### config.mk
export PLATFORM = sky130hd
export DESIGN_NAME = pixel_stream_to_fixed_flat
export DESIGN_NICKNAME = d
export VERILOG_FILES = /design/src/rtl/pixel_stream_to_fixed_pkg.sv /design/src/rtl/pixel_stream_to_fixed_if.sv /design/src/rtl/pixel_fx_lane.sv /design/src/rtl/pixel_stream_to_fixed.sv /design/src/flat_wrapper.sv
export SDC_FILE = /design/constraint.sdc
export NUM_CORES = 1
export LEC_CHECK = 0
export ABC_AREA = 1
export ABC_CLOCK_PERIOD_IN_PS = 3600
export CORE_MARGIN = 2
export CORE_UTILIZATION = 30
export CTS_CLUSTER_SIZE = 30
export DETAILED_ROUTE_END_ITERATION = 12
export GPL_ROUTABILITY_DRIVEN = 0
export PLACE_DENSITY = 0.44
export SYNTH_ARGS = -nofsm -noshare
export SYNTH_HDL_FRONTEND = slang
export SYNTH_HIERARCHICAL = 1
export SYNTH_SLANG_ARGS = --single-unit
### constraint.sdc
create_clock -name clk -period 3.6 [get_ports clk]
set_clock_uncertainty 0.15 [all_clocks]
set_input_delay 0.72 -clock clk [delete_from_list [all_inputs] [get_ports clk]]
set_output_delay 0.72 -clock clk [all_outputs]
set_load 0.005 [all_outputs]
### src/rtl/pixel_stream_to_fixed_pkg.sv
// Shared types and elaboration-time helpers for the pixel -> fixed-point stream.
package pixel_stream_to_fixed_pkg;

    typedef enum logic [1:0] {
        MODE_SHIFT  = 2'd0,
        MODE_UNIT   = 2'd1,
        MODE_CENTRE = 2'd2
    } mode_e;

    // Output word width: integer bits (sign included) plus fraction bits.
    function automatic int unsigned out_w(input int unsigned int_bits, input int unsigned frac_bits);
        return int_bits + frac_bits;
    endfunction

    // The reserved encoding falls back to SHIFT.
    function automatic mode_e mode_decode(input logic [1:0] m);
        case (m)
            2'd1:    return MODE_UNIT;
            2'd2:    return MODE_CENTRE;
            default: return MODE_SHIFT;
        endcase
    endfunction

    // K = round(2^(frac+16) / (2^in_w - 1)), so that (max*K + 2^15) >> 16 == 1.0.
    function automatic longint unsigned unit_k(input int unsigned in_w, input int unsigned frac_bits);
        longint unsigned num;
        longint unsigned den;
        num = 64'd1 << (frac_bits + 16);
        den = (64'd1 << in_w) - 64'd1;
        return (num + den / 64'd2) / den;
    endfunction

    // Clip a signed value to the range of a w-bit two's complement word.
    function automatic logic signed [63:0] sat_clip(input logic signed [63:0] v, input int unsigned w);
        logic signed [63:0] hi;
        logic signed [63:0] lo;
        hi = (64'sd1 <<< (w - 1)) - 64'sd1;
        lo = -(64'sd1 <<< (w - 1));
        if (v > hi)      return hi;
        else if (v < lo) return lo;
        else             return v;
    endfunction

endpackage

### src/rtl/pixel_stream_to_fixed_if.sv
// Valid/ready stream bundle: pixel input side and fixed-point output side.
interface pixel_stream_to_fixed_if #(
    parameter int unsigned IN_DATA_WIDTH = 8,
    parameter int unsigned OUT_W         = 16,
    parameter int unsigned NUM_CH        = 1
);
    logic                            s_valid;
    logic                            s_ready;
    logic [NUM_CH*IN_DATA_WIDTH-1:0] s_data;
    logic                            m_valid;
    logic                            m_ready;
    logic [NUM_CH*OUT_W-1:0]         m_data;
    logic                            m_last;

    modport slave (
        input  s_valid, s_data, m_ready,
        output s_ready, m_valid, m_data, m_last
    );

    modport master (
        output s_valid, s_data, m_ready,
        input  s_ready, m_valid, m_data, m_last
    );
endinterface

### src/rtl/pixel_fx_lane.sv
// One channel of the formatter: stage1 scales the pixel, stage2 subtracts the
// centring offset and saturates to the output word.
module pixel_fx_lane
    import pixel_stream_to_fixed_pkg::*;
#(
    parameter int unsigned IN_DATA_WIDTH = 8,
    parameter int unsigned OUT_INTEGER   = 2,
    parameter int unsigned OUT_FRACTION  = 14,
    localparam int unsigned OUT_W        = out_w(OUT_INTEGER, OUT_FRACTION)
) (
    input  logic                     clk,
    input  logic                     reset,
    input  logic                     ld1_i,
    input  logic                     ld2_i,
    input  mode_e                    mode_i,
    input  mode_e                    mode1_i,
    input  logic [IN_DATA_WIDTH-1:0] pix_i,
    input  logic [OUT_W-1:0]         off1_i,
    output logic [OUT_W-1:0]         data_o,
    output logic                     sat_o
);
    localparam int unsigned     Y_W    = OUT_W + 2;
    localparam int unsigned     SH     = OUT_FRACTION - IN_DATA_WIDTH;
    localparam longint unsigned UNIT_K = unit_k(IN_DATA_WIDTH, OUT_FRACTION);

    logic [63:0]           prod;
    logic signed [Y_W-1:0] y1_d;
    logic signed [Y_W-1:0] y1_q;
    logic signed [Y_W-1:0] d2;
    logic signed [63:0]    d2_wide;
    logic signed [63:0]    clip_wide;
    logic [OUT_W-1:0]      data_d;
    logic [OUT_W-1:0]      data_q;
    logic                  sat_d;
    logic                  sat_q;

    // Stage1 next value: align the pixel to the fraction, or rescale by K in UNIT mode.
    always_comb begin
        prod = 64'(pix_i) * UNIT_K + 64'd32768;
        if (mode_i == MODE_UNIT) y1_d = Y_W'(prod >> 16);
        else                     y1_d = Y_W'(pix_i) << SH;
    end

    // Stage2 next value: optional offset subtract at Y_W bits, then clip.
    always_comb begin
        d2 = y1_q;
        if (mode1_i == MODE_CENTRE) d2 = y1_q - Y_W'($signed(off1_i));
        d2_wide   = 64'(d2);
        clip_wide = sat_clip(d2_wide, OUT_W);
        data_d    = OUT_W'(clip_wide);
        sat_d     = (clip_wide != d2_wide);
    end

    // Pipeline registers, each loaded only when its stage captures a beat.
    always_ff @(posedge clk) begin
        if (reset) begin
            y1_q   <= '0;
            data_q <= '0;
            sat_q  <= 1'b0;
        end else begin
            if (ld1_i) y1_q <= y1_d;
            if (ld2_i) begin
                data_q <= data_d;
                sat_q  <= sat_d;
            end
        end
    end

    assign data_o = data_q;
    assign sat_o  = sat_q;
endmodule

### src/rtl/pixel_stream_to_fixed.sv
// Streaming multi-channel pixel -> signed fixed-point formatter. Holds the
// handshake, frame counter, per-frame config latch and sticky saturation flag.
module pixel_stream_to_fixed
    import pixel_stream_to_fixed_pkg::*;
#(
    parameter int unsigned IN_DATA_WIDTH = 8,
    parameter int unsigned OUT_INTEGER   = 2,
    parameter int unsigned OUT_FRACTION  = 14,
    parameter int unsigned NUM_CH        = 1,
    parameter int unsigned FRAME_PIXELS  = 784,
    localparam int unsigned OUT_W        = out_w(OUT_INTEGER, OUT_FRACTION)
) (
    input  logic                    clk,
    input  logic                    reset,
    pixel_stream_to_fixed_if.slave  bus,
    input  logic [1:0]              cfg_mode,
    input  logic [OUT_W-1:0]        cfg_offset,
    output logic                    sat_flag
);
    localparam int unsigned CNT_W = (FRAME_PIXELS > 1) ? $clog2(FRAME_PIXELS) : 1;

    logic                    en;
    logic                    accept;
    logic                    first;
    logic                    at_last;
    mode_e                   mode_eff;
    logic [OUT_W-1:0]        off_eff;
    logic [CNT_W-1:0]        cnt_q;
    mode_e                   mode_lat_q;
    logic [OUT_W-1:0]        off_lat_q;
    logic                    v1_q;
    logic                    v2_q;
    logic                    last1_q;
    logic                    last2_q;
    mode_e                   mode1_q;
    logic [OUT_W-1:0]        off1_q;
    logic                    sat_q;
    logic [NUM_CH-1:0]       sat2;
    logic [NUM_CH*OUT_W-1:0] m_data_w;

    assign en          = ~v2_q | bus.m_ready;
    assign bus.s_ready = ~reset & en;
    assign accept      = bus.s_valid & bus.s_ready;
    assign first       = (cnt_q == '0);
    assign at_last     = (cnt_q == CNT_W'(FRAME_PIXELS - 1));
    // The first beat of a frame uses the live config; the rest use the latched copy.
    assign mode_eff    = first ? mode_decode(cfg_mode) : mode_lat_q;
    assign off_eff     = first ? cfg_offset : off_lat_q;

    // Frame counter, config latch, pipeline valids/sideband and sticky saturation.
    always_ff @(posedge clk) begin
        if (reset) begin
            cnt_q      <= '0;
            mode_lat_q <= MODE_SHIFT;
            off_lat_q  <= '0;
            v1_q       <= 1'b0;
            v2_q       <= 1'b0;
            last1_q    <= 1'b0;
            last2_q    <= 1'b0;
            mode1_q    <= MODE_SHIFT;
            off1_q     <= '0;
            sat_q      <= 1'b0;
        end else begin
            if (accept) begin
                cnt_q <= at_last ? '0 : cnt_q + 1'b1;
                if (first) begin
                    mode_lat_q <= mode_eff;
                    off_lat_q  <= off_eff;
                end
            end
            if (en) begin
                v1_q <= accept;
                v2_q <= v1_q;
                if (accept) begin
                    last1_q <= at_last;
                    mode1_q <= mode_eff;
                    off1_q  <= off_eff;
                end
                if (v1_q) last2_q <= last1_q;
            end
            if (v2_q && bus.m_ready && (|sat2)) sat_q <= 1'b1;
        end
    end

    for (genvar g = 0; g < NUM_CH; g++) begin : g_lane
        pixel_fx_lane #(
            .IN_DATA_WIDTH(IN_DATA_WIDTH),
            .OUT_INTEGER  (OUT_INTEGER),
            .OUT_FRACTION (OUT_FRACTION)
        ) u_lane (
            .clk    (clk),
            .reset  (reset),
            .ld1_i  (accept),
            .ld2_i  (en & v1_q),
            .mode_i (mode_eff),
            .mode1_i(mode1_q),
            .pix_i  (bus.s_data[g*IN_DATA_WIDTH +: IN_DATA_WIDTH]),
            .off1_i (off1_q),
            .data_o (m_data_w[g*OUT_W +: OUT_W]),
            .sat_o  (sat2[g])
        );
    end

    assign bus.m_valid = v2_q;
    assign bus.m_data  = m_data_w;
    assign bus.m_last  = v2_q & last2_q;
    assign sat_flag    = sat_q;
endmodule

### src/flat_wrapper.sv
// flat-port wrapper written by rule: the top's interface ports become plain ports
module pixel_stream_to_fixed_flat import pixel_stream_to_fixed_pkg::*;
#(
    parameter int unsigned IN_DATA_WIDTH = 8,
    parameter int unsigned OUT_INTEGER   = 2,
    parameter int unsigned OUT_FRACTION  = 14,
    parameter int unsigned NUM_CH        = 1,
    parameter int unsigned FRAME_PIXELS  = 784,
    localparam int unsigned OUT_W        = out_w(OUT_INTEGER, OUT_FRACTION)
)
  (clk, reset, cfg_mode, cfg_offset, sat_flag, bus_s_valid, bus_s_data, bus_m_ready, bus_s_ready, bus_m_valid, bus_m_data, bus_m_last);
  pixel_stream_to_fixed_if #(.IN_DATA_WIDTH(IN_DATA_WIDTH), .OUT_W(16), .NUM_CH(NUM_CH)) bus_i ();
  input  logic clk;
  input  logic reset;
  input  logic [1:0] cfg_mode;
  input  logic [OUT_W-1:0] cfg_offset;
  output logic sat_flag;
  input wire logic [$bits(bus_i.s_valid)-1:0] bus_s_valid;
  input wire logic [$bits(bus_i.s_data)-1:0] bus_s_data;
  input wire logic [$bits(bus_i.m_ready)-1:0] bus_m_ready;
  output wire logic [$bits(bus_i.s_ready)-1:0] bus_s_ready;
  output wire logic [$bits(bus_i.m_valid)-1:0] bus_m_valid;
  output wire logic [$bits(bus_i.m_data)-1:0] bus_m_data;
  output wire logic [$bits(bus_i.m_last)-1:0] bus_m_last;
  assign bus_i.s_valid = bus_s_valid;
  assign bus_i.s_data = bus_s_data;
  assign bus_i.m_ready = bus_m_ready;
  assign bus_s_ready = bus_i.s_ready;
  assign bus_m_valid = bus_i.m_valid;
  assign bus_m_data = bus_i.m_data;
  assign bus_m_last = bus_i.m_last;
  pixel_stream_to_fixed #(.IN_DATA_WIDTH(IN_DATA_WIDTH), .OUT_INTEGER(OUT_INTEGER), .OUT_FRACTION(OUT_FRACTION), .NUM_CH(NUM_CH), .FRAME_PIXELS(FRAME_PIXELS)) u_core (.clk(clk), .reset(reset), .bus(bus_i), .cfg_mode(cfg_mode), .cfg_offset(cfg_offset), .sat_flag(sat_flag));
endmodule
* Word level (Yosys, flattened, before mapping)
Index checks and enable logic that the tools add are counted.
** Cells by class
- $mul :: 1
- Mux-type cells :: 8
- Reductions and logical operators :: 6
- Bitwise gates (word level) :: 7
- $add $sub $neg :: 3
- Order comparisons :: 2
- Eq/ne operators :: 6
** Operator list (number)
- $mux 64 :: 2
- $ne 64x18->1 :: 1
- $add 31x16->32 const B :: 1
- $mux 16 :: 2
- $mul 8x17->25 const B :: 1
- $gt 18x16->1 const B :: 1
- $lt 18x16->1 const B :: 1
- $mux 18 :: 1
- $sub 18x16->18 :: 1
- $add 10x1->10 const B :: 1
- $eq 10x10->1 const B :: 1
- $logic_not 10->1 :: 1
- $mux 10 :: 1
- $reduce_and 2->1 :: 3
- $and 1x1->1 :: 4
- $eq 2x1->1 const B :: 2
- $eq 2x2->1 const B :: 2
- $pmux 2 s2 :: 1
- $logic_and 1x1->1 :: 2
- $mux 2 :: 1
- $not 1->1 :: 2
- $or 1x1->1 :: 1
** Word-level totals
- Register bits :: 86
- Word-level logic and storage cells :: 46
- Input bits :: 30

* Depth between registers and ports, before layout
- Depth after elaboration :: 6
- Depth in mapped cells :: 23
- Depth with buffers taken out :: 23

* Modules after synthesis
The synthesis kept the hierarchy.
** Modules (own cells, without submodules)
- pixel_fx_lane :: area each 2712.6 um^2, sequential area each 640.6 um^2, instances 1, cells an instance 441
- pixel_stream_to_fixed :: area each 2399.8 um^2, sequential area each 1021.0 um^2, instances 1, cells an instance 344

* Worst setup path after synthesis
Ideal clock, no wire load.
- Kind :: register to register
- From :: register u_core.off1_q[5]
- To :: register u_core.g_lane[0].u_lane.data_q[8]
- Setup slack :: 0.875 ns
- Clock period less this slack :: 2.725 ns
- Library setup time :: 0.130 ns
- Data arrival time :: 2.445 ns
- Cell stages (with the launch flop) :: 16
- Cell sequence :: dfxtp_1 -> inv_1 -> ha_1 -> nand2_2 -> inv_1 -> a21oi_2 -> nand2_2 -> nand3_2 -> nand4_2 -> nor2_1 -> inv_1 -> ha_1 -> clkbuf_1 -> clkinv_1 -> nand3_1 -> a21oi_4
** On the way
- Word-level cells in the longest chain between the ends :: 5
- Elaborated cells between the ends (all ways) :: 6
- Classes of those cells :: 1 x add/sub; 2 x order compare; 3 x mux
** Ends and longest elaborated chain
- from (decl) :: RTL line pixel_stream_to_fixed.sv:36 : logic [OUT_W-1:0] off1_q;
- from (signal assigned) :: RTL line pixel_stream_to_fixed.sv:61 : off1_q <= '0;
- from (signal assigned) :: RTL line pixel_stream_to_fixed.sv:77 : off1_q <= off_eff;
- $sub 18x16->18 * :: RTL line pixel_fx_lane.sv:47 : if (mode1_i == MODE_CENTRE) d2 = y1_q - Y_W'($signed(off1_i));
- $mux 18 * :: RTL line pixel_fx_lane.sv:47
- $lt 18x16->1 :: RTL line pixel_stream_to_fixed_pkg.sv:40 : else if (v < lo) return lo;
- $mux 64 :: RTL line pixel_stream_to_fixed_pkg.sv:40
- $mux 64 * :: RTL line pixel_stream_to_fixed_pkg.sv:39 : if (v > hi) return hi;
- to (signal assigned) :: RTL line pixel_fx_lane.sv:63 : data_q <= data_d;
- to (decl) :: RTL line pixel_fx_lane.sv:33 : logic [OUT_W-1:0] data_q;
Mark *: on every way between the ends. The rest lies on a longest branch, timed or not.
A chain may end at the register's enable or synchronous reset.

* Worst setup path in the final report
- From :: register u_core.off1_q[4]
- To :: register u_core.g_lane[0].u_lane.sat_q
** On the way
- Word-level cells in the longest chain between the ends :: 6
- Elaborated cells between the ends (all ways) :: 7
- Classes of those cells :: 1 x add/sub; 2 x order compare; 1 x eq/ne; 3 x mux
** Ends and longest elaborated chain
- $sub 18x16->18 * :: RTL line pixel_fx_lane.sv:47
- $mux 18 * :: RTL line pixel_fx_lane.sv:47
- $lt 18x16->1 :: RTL line pixel_stream_to_fixed_pkg.sv:40
- $mux 64 :: RTL line pixel_stream_to_fixed_pkg.sv:40
- $mux 64 :: RTL line pixel_stream_to_fixed_pkg.sv:39
- $ne 64x18->1 * :: RTL line pixel_fx_lane.sv:51 : sat_d = (clip_wide != d2_wide);
- to (signal assigned) :: RTL line pixel_fx_lane.sv:64 : sat_q <= sat_d;
- to (decl) :: RTL line pixel_fx_lane.sv:35 : logic sat_q;
Marked as above.

==> summary.md <==
| Metric | Value |
|---|---|
| Pre-antenna DRT Iters | `4` |
| Switching Share | `31.44%` |
| Fin util | `36.75%` |
| Crit-path max FO | `6` |
| Crit path max-delay cell type | `ha_1` |
| Die H | `134.5 um` |
| First-pass GRT wire length | `22700 um` |
| Crit path buf inv count | `3` |
| Die Width | `134.5 um` |
| Comb power frac | `25.4%` |
| Setup TNS | `0 ns` |
| Inserted Diodes | `0` |
| Worst Max-Slew Pin Slew | `0.6276 ns` |
| I/O Pins | `50` |
| Grt ovf | `0` |
| Final Hold Vio Count | `0` |
| Synth top area cells | `dfxtp_1 33%, nand2_1 15%, nor2_1 8.7%` |
| Largest area contributor in the synthesized netlist | `dfxtp_1` |
| Cts bufs inserted | `9` |
| Worst vdd ir | `0.2266 mV` |
| Largest net degree at the start of global routing | `52` |
| Non-Filler Instances | `1053` |
| Total Wirelength | `13740 um` |
| Share of cells above drive strength 1 | `9.364%` |
| Worst hold path type | `reg -> reg` |
| Clock share of power | `37.2%` |
| Post-synth top area share | `32.50%` |
| Worst Path Arrival | `3.14 ns` |
| Internal Power | `1.879 mW` |
| Final instance area | `6116 um2` |
| Worst Hold Depth | `2` |
| Worst-skew pair later-pin latency | `0.35 ns` |
| Clock sink count | `83` |
| Count leader, synth | `nand2_1` |
| Critical Path Stages | `21` |
| Post-synth EDFFs | `0` |
| Post-DRT Antenna Nets | `0` |
| Area growth, synth to finish | `19.63%` |
| Yosys reg bits | `83` |
| IO Port Bufs | `49` |
| Mapped Nets | `835` |
| Post-synth ARST share | `0%` |
| Switch Pwr | `861.8 uW` |
| Initial antenna violation count | `0` |
| Register area share after synthesis | `32.50%` |
| CTS H-Tree Depth | `3` |
| Gates resized, CTS repair | `0` |
| Critical path startpoint category | `flip-flop` |
| Setup violators final | `0` |
| Via density | `4.552` |
| Min Tclk post-route | `3.074 ns` |
| Clock tree buffer depth | `2` |
| FF-to-FF setup slack | `0.53 ns` |
| Worst setup endpoint | `u_core/g_lane[0].u_lane/sat_o` |
| Headroom to the max-slew limit | `57.72%` |
| Clk root buf | `clkbuf_16` |
| RSZ-0062 raised after global routing | `false` |
| Worst reg2reg startpoint | `u_core/off1_q[4]` |
| FMAX | `325.3 MHz` |
| Ratio of final minimum period to clock period | `85.39%` |
| Pins Over Slew Limit | `0` |
| Sequential share of power | `37.4%` |
| Power Dens Cells | `448.1 nW/um2` |
| DP Cell Count | `1037` |
| Global Route Usage Sum | `15.93%` |
| Starting DRT DRC Count | `275` |
| Wire per inst | `13.05 um` |
| Critical path origin | `u_core/off1_q[4]` |
| Crit end category | `flip-flop` |
| Max cap viols | `0` |
| Ys flop type | `dfxtp_1` |
| Max incr delay on CP | `0.35 ns` |
| R2R depth | `21` |
| Hpwl dp | `10510 um` |
| Starting Density | `30.72%` |
| DRC errors left | `0` |
| Clock slew at reported path FFs | `0.06 ns` |
| Crit-path cells | `inv_1, ha_1, nand2_1, nand2_1, a21oi_2, nand2_2, nand3_2, nand4_2, nor2_1, inv_1, ha_1, inv_1, nand3_1, nor2_1, nand3_1, nor2_1, nand2_1, nor2_1, nand3_1, nand2_1, a21oi_1` |
| Dpl cell area | `5788 um2` |
| Total setup buffers inserted after CTS | `0` |
| Overall power | `2.741 mW` |
| Delay-heaviest family, CP | `simple AND/OR/NAND/NOR gates` |
| Leakage | `2.895 nW` |
| CTS Hold Bufs | `0` |
| Die ar. | `18100 um2` |
| Worst EP required | `3.66 ns` |
| Reg2Reg Capture Point | `u_core/g_lane[0].u_lane/sat_o` |
| Status | `finished clean` |
| Syn_area_per_cell | `6.513 um2` |
| Vias in the first global route | `4444` |
| Synth cell count leaders | `205 x nand2_1, 119 x nor2_1, 103 x inv_1` |
| Routed vias | `4793` |
| Total Nets Final | `878` |
| Critical path type | `reg -> reg` |
| TritonCTS clock tree | `yes` |
| Core area | `16640 um2` |
| Post-Syn Instances | `785` |
| Yosys cell types | `43` |
| Synth warn | `6` |
| Area of the mapped netlist | `5112 um2` |
| # rows | `47` |
==> stage by stage <==
step / hold slack, ns / worst slack (ns)
finish: 0.3051 / 0.5258
global route: 0.3371 / 0.1184
CTS: 0.3024 / 0.5205
detailed placement: 0.2929 / 0.5441
global placement: 0.2870 / 0.5463
floorplan: 0.2883 / 0.8746
==> state kept, by name, indices dropped and copies added, names as in the netlist <==
signal	count
u_core/bus.m_valid	1
u_core/cnt_q	10
u_core/g_lane.u_lane/data_o	16
u_core/g_lane.u_lane/sat_o	1
u_core/g_lane.u_lane/y1_q	15
u_core/last1_q	1
u_core/last2_q	1
u_core/mode1_q	2
u_core/mode_lat_q	2
u_core/off1_q	16
u_core/off_lat_q	16
u_core/sat_flag	1
u_core/v1_q	1
==> worst reg2reg max path: stages (launching register included) <==
cell and delay (ns):
dfxtp_1 0.33, inv_1 0.08, ha_1 0.35, nand2_1 0.09
nand2_1 0.10, a21oi_2 0.18, nand2_2 0.10, nand3_2 0.09
nand4_2 0.18, nor2_1 0.20, inv_1 0.06, ha_1 0.19
inv_1 0.10, nand3_1 0.08, nor2_1 0.11, nand3_1 0.07
nor2_1 0.12, nand2_1 0.08, nor2_1 0.09, nand3_1 0.08
nand2_1 0.07, a21oi_1 0.05
==> cell usage in the layout (no fill, tap or decap), types with 2 or more instances in the layout <==
cell / n
a21oi_4: 2
buf_4: 6
a21oi_1: 35
nand2_1: 205
o21ai_0: 29
nand3_2: 3
or2_1: 5
inv_2: 4
nor2_4: 3
clkinvlp_4: 2
nand3_1: 60
and2_1: 2
xor2_1: 6
a211oi_1: 2
inv_1: 103
dfxtp_1: 83
clkbuf_16: 9
a21oi_2: 10
nand3b_1: 18
a21o_1: 2
bufinv_16: 2
clkdlybuf4s50_1: 49
o21ai_2: 3
nand2_2: 12
xnor2_1: 2
nand4_1: 7
nor2_1: 119
ha_1: 19
nor3_1: 4
or2_2: 11
==> cell type report <==
| class | instances | area, um2 |
|---|---|---|
| Multi-Input combinational cell | 569 | 2893 |
| Clock buffer | 10 | 239.0 |
| Inverter | 110 | 422.9 |
| Timing Repair Buffer | 55 | 535.5 |
| Tap cell | 220 | 275.3 |
| Sequential cell | 83 | 1662 |
| Clock inverter | 6 | 88.84 |
| Fill cell | 1798 | 10530 |
==> routing by layer <==
| layer | GRT usage (%) | wire length (um) | share of wire (%) |
|---|---|---|---|
| met1 | 21.41 | 6885 | 50 |
| met4 | 6.316 | 248 | 1.8 |
| met2 | 25.60 | 6168 | 45 |
| met3 | 2.553 | 435 | 3.2 |
| met5 | 0 | 0 | 0 |
==> power by group through the flow <==
| stage | Combinational, mW | Clock, mW | Sequential (mW) |
|---|---|---|---|
| 3_5_place_dp | 0.696 | 0 | 1.05 |
| 6_report | 0.696 | 1.02 | 1.03 |
| 5_1_grt | 0.796 | 1.09 | 1.03 |
| 2_1_floorplan | 0.504 | 0 | 1.04 |
| 4_1_cts | 0.700 | 1.05 | 1.03 |
| 3_3_place_gp | 0.693 | 0 | 1.05 |
==> cell families after synthesis <==
| family | after synthesis | share of synthesized area [%] |
|---|---|---|
| AOI/OAI and AO/OA | 85 | 10.01 |
| xor gates and xnor gates | 8 | 1.371 |
| adders and majority gates | 20 | 5.042 |
| buffers and inverters | 133 | 10.92 |
| DFF | 83 | 32.50 |
| and+or+nand+nor | 456 | 40.16 |
==> worst min path at each step <==
stage | from | to | slack [ns]
6_report | u_core/sat_flag | u_core/sat_flag | 0.31
5_1_grt | u_core/last1_q | u_core/last1_q | 0.34
4_1_cts | u_core/sat_flag | u_core/sat_flag | 0.30
3_5_place_dp | u_core/sat_flag | u_core/sat_flag | 0.29
3_3_place_gp | u_core/sat_flag | u_core/sat_flag | 0.29
2_1_floorplan | u_core/last1_q | u_core/last1_q | 0.29
(Power assumes the default switching activity.)
